<file path="src/rtl/ika9958_cengen.sv">
// Programmable clock-enable generator: NCH divider channels off one master clock, with hold,
// masked external phase sync and a post-reset startup delay. Define IKA9958_CENGEN_LOCKDET_EN
// to add the channel-0 sync lock detector (o_LOCKED).
module ika9958_cengen #(
  parameter int NCH     = 3,
  parameter int CW      = 4,
  parameter int RST_DLY = 8
) (
  input  logic              i_XTAL1,
  input  logic              i_RST_n,
  input  logic              i_XTAL_NCEN,
  input  logic [NCH*CW-1:0] i_DIV,
  input  logic [NCH-1:0]    i_HOLD,
  input  logic              i_SYNC_n,
  input  logic [NCH-1:0]    i_SYNC_MASK,
  output logic [NCH-1:0]    o_CLK,
  output logic [NCH-1:0]    o_PCEN,
  output logic [NCH-1:0]    o_NCEN,
`ifdef IKA9958_CENGEN_LOCKDET_EN
  output logic              o_LOCKED,
`endif
  output logic              o_READY
);

  localparam int            SW   = $clog2(RST_DLY + 1);
  localparam logic [SW-1:0] SDLY = SW'(RST_DLY);
  localparam logic [CW:0]   TWO  = {{(CW-1){1'b0}}, 2'b10};

  function automatic logic [CW-1:0] sanitize(input logic [CW-1:0] d);
    return (d == '0) ? CW'(1) : d;
  endfunction

  // Number of counts the level stays high: ceil((d+1)/2).
  function automatic logic [CW:0] high_len(input logic [CW-1:0] d);
    return ({1'b0, d} + TWO) >> 1;
  endfunction

  logic [SW-1:0] st_cnt;
  logic          ready;

  always_ff @(posedge i_XTAL1) begin
    if (!i_RST_n) begin
      st_cnt <= '0;
      ready  <= 1'b0;
    end else if (i_XTAL_NCEN && !ready) begin
      st_cnt <= st_cnt + SW'(1);
      if (st_cnt + SW'(1) == SDLY) ready <= 1'b1;
    end
  end

  // Two-flop synchroniser plus an edge register; the event is the falling edge of i_SYNC_n.
  logic s1, s2, s3, sync_ev;

  always_ff @(posedge i_XTAL1) begin
    if (!i_RST_n) begin
      s1 <= 1'b1;
      s2 <= 1'b1;
      s3 <= 1'b1;
    end else if (i_XTAL_NCEN) begin
      s1 <= i_SYNC_n;
      s2 <= s1;
      s3 <= s2;
    end
  end

  assign sync_ev = s3 & ~s2;

  logic [CW-1:0]  cnt     [NCH];
  logic [CW-1:0]  div_act [NCH];
  logic [CW-1:0]  cnt_nx  [NCH];
  logic [CW-1:0]  div_nx  [NCH];
  logic [NCH-1:0] clk;
  logic [NCH-1:0] clk_nx;
  logic [NCH-1:0] held;

  always_comb begin
    for (int c = 0; c < NCH; c++) begin
      held[c]   = i_HOLD[c] | ~ready;
      cnt_nx[c] = cnt[c];
      div_nx[c] = div_act[c];
      clk_nx[c] = clk[c];
      if (!held[c]) begin
        if (sync_ev && i_SYNC_MASK[c]) begin
          cnt_nx[c] = '0;
          div_nx[c] = sanitize(i_DIV[c*CW +: CW]);
          clk_nx[c] = 1'b1;
        end else begin
          // New ratio is only picked up at wrap so a period is never cut short.
          if (cnt[c] == div_act[c]) begin
            cnt_nx[c] = '0;
            div_nx[c] = sanitize(i_DIV[c*CW +: CW]);
          end else begin
            cnt_nx[c] = cnt[c] + CW'(1);
          end
          clk_nx[c] = ({1'b0, cnt_nx[c]} < high_len(div_nx[c]));
        end
      end
    end
  end

  always_ff @(posedge i_XTAL1) begin
    if (!i_RST_n) begin
      for (int c = 0; c < NCH; c++) begin
        cnt[c]     <= '0;
        div_act[c] <= CW'(1);
      end
      clk <= '0;
    end else if (i_XTAL_NCEN) begin
      for (int c = 0; c < NCH; c++) begin
        cnt[c]     <= cnt_nx[c];
        div_act[c] <= div_nx[c];
      end
      clk <= clk_nx;
    end
  end

  assign o_CLK   = clk;
  assign o_PCEN  = {NCH{i_XTAL_NCEN & i_RST_n}} & ~clk &  clk_nx;
  assign o_NCEN  = {NCH{i_XTAL_NCEN & i_RST_n}} &  clk & ~clk_nx;
  assign o_READY = ready;

`ifdef IKA9958_CENGEN_LOCKDET_EN
  // Counts consecutive sync events that land exactly on a natural channel-0 wrap.
  logic [1:0] lock_cnt;

  always_ff @(posedge i_XTAL1) begin
    if (!i_RST_n) begin
      lock_cnt <= 2'd0;
    end else if (i_XTAL_NCEN && sync_ev) begin
      if (!held[0] && (cnt[0] == div_act[0]))
        lock_cnt <= (lock_cnt == 2'd3) ? 2'd3 : lock_cnt + 2'd1;
      else
        lock_cnt <= 2'd0;
    end
  end

  assign o_LOCKED = (lock_cnt == 2'd3);
`endif

endmodule

</file>
<file path="config.mk">
export PLATFORM = sky130hd
export DESIGN_NAME = ika9958_cengen
export DESIGN_NICKNAME = d
export VERILOG_FILES = /design/src/rtl/ika9958_cengen.sv
export SDC_FILE = /design/constraint.sdc
export NUM_CORES = 1
export LEC_CHECK = 0
export CORE_MARGIN = 2
export CORE_UTILIZATION = 55
export DETAILED_ROUTE_END_ITERATION = 8
export PLACE_DENSITY_LB_ADDON = 0.12
export SLEW_MARGIN = 20
export SYNTH_ARGS = -nofsm -noshare
export SYNTH_HDL_FRONTEND = slang
export SYNTH_SLANG_ARGS = --single-unit
</file>
<file path="constraint.sdc">
create_clock -name i_XTAL1 -period 3.8 [get_ports i_XTAL1]
set_clock_uncertainty 0.1 [all_clocks]
set_input_delay 0.38 -clock i_XTAL1 [delete_from_list [all_inputs] [get_ports i_XTAL1]]
set_output_delay 0.38 -clock i_XTAL1 [all_outputs]
set_load 0.02 [all_outputs]
</file>
# After elaboration in Yosys (flattened, before gate mapping)

Memory sizes are Yosys's and may differ from the RTL's.
Cells that the tools add are included.

$add $sub $neg: 7
Mux-type cells: 49
Bitwise logic cells: 19
Reductions and logical operators: 9
Order comparisons: 3
Equality and inequality tests: 4

Operators by type and width:

| kind                                        | number |
|---|---|
| 2-to-1 mux 4 bit                            | 39 |
| adder 4 x 1 -> 4 bit, second input constant | 4 |
| adder 4 x 2 -> 5 bit, second input constant | 3 |
| bitwise AND 3 bit                           | 4 |
| == test 4 bit                               | 3 |
| logical NOT 4 bit                           | 3 |
| < comparator 4 bit                          | 3 |
| 2-to-1 mux 1 bit                            | 10 |
| bitwise OR 1 bit                            | 9 |
| inverter 3 bit                              | 2 |
| == test 4 bit, second input constant        | 1 |
| logical AND 1 bit                           | 4 |
| bitwise AND 1 bit                           | 2 |
| inverter 1 bit                              | 2 |
| AND reduction 2 bit                         | 1 |
| logical NOT 1 bit                           | 1 |

Memory bits (writable): 24
Memories kept: 2
Flip-flop bits (word level): 11
Input port bits: 22

Memories:

| memory  | depth | width | rd ports | clocked after Yosys merged registers in | wr ports | RTL line | text |
|---|---|---|---|---|---|---|---|
| cnt     | 3     | 4     | 3        | 0                                       | 3        | 68       | `logic [CW-1:0] cnt [NCH];` |
| div_act | 3     | 4     | 3        | 0                                       | 3        | 69       | `logic [CW-1:0] div_act [NCH];` |

# Logic depth before layout (Yosys ltp)

Word-level depth: 11
Gate-level depth with buffers: 13
Mapped depth without buffers: 12

# Worst setup path after synthesis

Ideal clock, no wire load.

Kind: reg2out
Start: memory cnt[0][0]
End: output port o_NCEN[0]
Stages on the path, launching flop included: 11
Arrival: 3.318 ns
Path buffers: 0
Setup slack: 0.002 ns
Cells stage by stage: edfxtp_1 -> xor2_1 -> nor4_4 -> mux2_2 -> ha_1 -> xor2_1 -> ha_1 -> o2111ai_1 -> mux2i_1 -> o21ai_2 -> nor4b_1

RTL lines:

| item               | RTL line | text |
|---|---|---|
| start: declaration | 68       |  |
| end: declaration   | 18       | `output logic [NCH-1:0] o_NCEN,` |

==> reports/qor.yml <==
status: "complete, but fails checks"
violations: "negative setup slack"
num_antenna_cells: 0
rsz0062_at_grt: "yes"
hold_path.class: "reg -> reg"
num_vias: 2077
pre_cts_ws_ns: -0.165
drc: 0
crit_path_max_fanout: 4
yosysTopAreaCell: "edfxtp_1"
setup_ws_ns: -0.00997
min_period_ns: 3.81
finalWirelength_um: 5750
dp_hpwl_um: 3970
io_pins: 32
synth_flop_cell: "edfxtp_1"
drive_gt1_share_pct: 21.8
gp_congestion: 0.871
core_area_mm2: 0.00432
synthDistinctLibCells: 33
r2r_start: "cnt[0][9]$_SDFFCE_PP0P_"
gr-total-overflow: 0
tritoncts: "done"
grt_max_degree: 19
dieArea_mm2: 0.00500
ctsHtreeMaxLevel: 2
grt_pass1_vias: 1992
grt_pass1_wl_um: 8920
yosysTopAreaCellShare_pct: 29.5
p_leak_nw: 1.29
synth_nets: 291
first_pass_iters: 4
slew_violations: 0
synth.avg_cell_area_um2: 9.71
hp-start: "s3$_SDFFE_PN1P_"
end_kind: "output port"
area_growth_pct: 31.3
power_density_mw_per_mm2: 316
wl_per_cell_um: 15.6
hold_violations: 0
required_ns: 3.32
ys.warnings.count: 0
numCtsBuffers: 5
timing.fmax_ghz: 0.262
crit_arrival_ns: 3.33
finalSetupViolations: 1
synth-seq-cells: 35
cts_max_path_buffers: 2
worstMarginPinSlew_ns: 0.526
clk_latency_ns: 0.29
fp.dieH_um: 70.7
antenna_found_initial: 0
path_clk_slew_ns: 0.07
finish.instance_area_mm2: 0.00321
yosys-top-cells-area: "edfxtp_1 29%, dfxtp_1 9.0%, ha_1 8.7%"
period_share_pct: 100
track_usage_pct: 22.6
num_rows: 24
syn_area_mm2: 0.00245
worstSetupStartpoint: "cnt[0][9]$_SDFFCE_PP0P_"
seq_area_frac_synth_pct: 38.5
ant_nets: 0
synthCells: 252
initial_utilization_pct: 56.6
setup_tns_ns: -0.00997
start_kind: "flop"
final_common_cell: "buf_4"
drt_iter0_markers: 126
cts_sinks: 35
nets: 355
place_area_mm2: 0.00300
vias_per_cell: 5.63
cts_root_buf: "clkbuf_8"
die_w_um: 70.7
synthArstFlopShare_pct: 0
drv_cap: 0
layout_common_cells: "35 x buf_4, 31 x nor2_1, 28 x nand2_1"
max-slew-margin-rel_pct: 64.8
synth_edf_count: 24
ir_drop_uv: 236
worstSetupPathType: "reg -> out"
io_buffers: 31
==> sequential cells by signal, indices dropped and copies added (netlist names) <==
signal   cells
o_CLK        3
cnt         12
s3           1
s1           1
st_cnt       4
o_READY      1
s2           1
div_act     12
==> critical path: stages, from the launching register on <==
cell and delay (ns):
edfxtp_1 0.43, xor2_2 0.21, nor4_4 0.43, mux2_4 0.36
ha_4 0.16, xor2_1 0.15, ha_1 0.34, o2111ai_2 0.11
mux2i_2 0.22, o21ai_2 0.11, nor4b_2 0.30, buf_2 0.22
==> what timing repair did <==
action / CTS / global route
pin swaps: 2 / 12
gates resized for setup: 20 / 25
endpoints found under the setup margin: 6 / 6
setup buffers: 3 / 2
hold endpoints to repair: 0 / 0
hold buffers: 0 / 0
==> final timing paths <==
path / slack [ns] / cells past startpoint / end
hold / removal: 0.38 / 2 / s3$_SDFFE_PN1P_
hold reg to reg: 0.38 / 2 / s3$_SDFFE_PN1P_
setup / recovery: -0.01 / 11 / o_NCEN[2]
setup reg to reg: 0.84 / 11 / o_CLK[2]$_SDFFE_PN0P_
==> power by group <==
part           switching (mW)  leakage [nW]  total [mW]  internal, mW
Clock                   0.139        0.0403       0.264         0.125
Combinational           0.150         0.915       0.302         0.152
Sequential             0.0182         0.333       0.448         0.430
Total                   0.307          1.29        1.01         0.707
==> stage by stage <==
step / power, mW / std cells / hold slack [ns] / util [%]
after floorplan: 0.620 / 252 / 0.333 / -
after CTS: 0.984 / 367 / 0.376 / 71.5
after detailed placement: 0.715 / 356 / 0.358 / 69.4
after global placement: 0.705 / 356 / 0.345 / 69.4
final: 1.01 / 369 / 0.379 / 74.2
after global routing: 1.06 / 369 / 0.393 / 74.2
==> cell type report <==
| type | instances | area [um2] |
|---|---|---|
| Inverter | 9 | 33.8 |
| Clock buffer | 6 | 72.6 |
| Clock inverter | 2 | 7.51 |
| Fill cell | 343 | 1110 |
| Sequential cell | 35 | 941 |
| Timing Repair Buffer | 64 | 543 |
| Multi-Input combinational cell | 201 | 1550 |
| Tap cell | 52 | 65.1 |
==> cell usage after synthesis (all sizes together), types with 4 or more instances <==
cell type  instances
a21oi              9
and2               7
clkbuf             5
dfxtp             11
edfxtp            24
ha                17
inv                9
mux2               4
mux2i             16
nand2             28
nand3             13
nand4              7
nor2              31
nor3               4
nor4b              6
o21ai             10
or2                4
xnor2              9
xor2              15
==> routing by layer <==
metal,up-vias,GRT usage (%),wire (um)
met2,63,35.6,2690
met5,-,0,0
li1,1036,-,-
met1,972,29.7,2610
met3,6,5.27,367
met4,0,9.85,86
==> kinds of logic after synthesis <==
logic type | synth area share (%)
AOI/OAI and AO/OA | 9.05
xor gates and xnor gates | 8.59
adders and majority gates | 8.70
buffers and inverters | 2.66
DFF | 38.5
muxes | 8.39
and+or+nand+nor | 24.1
Power figures use the tool's default switching activity.
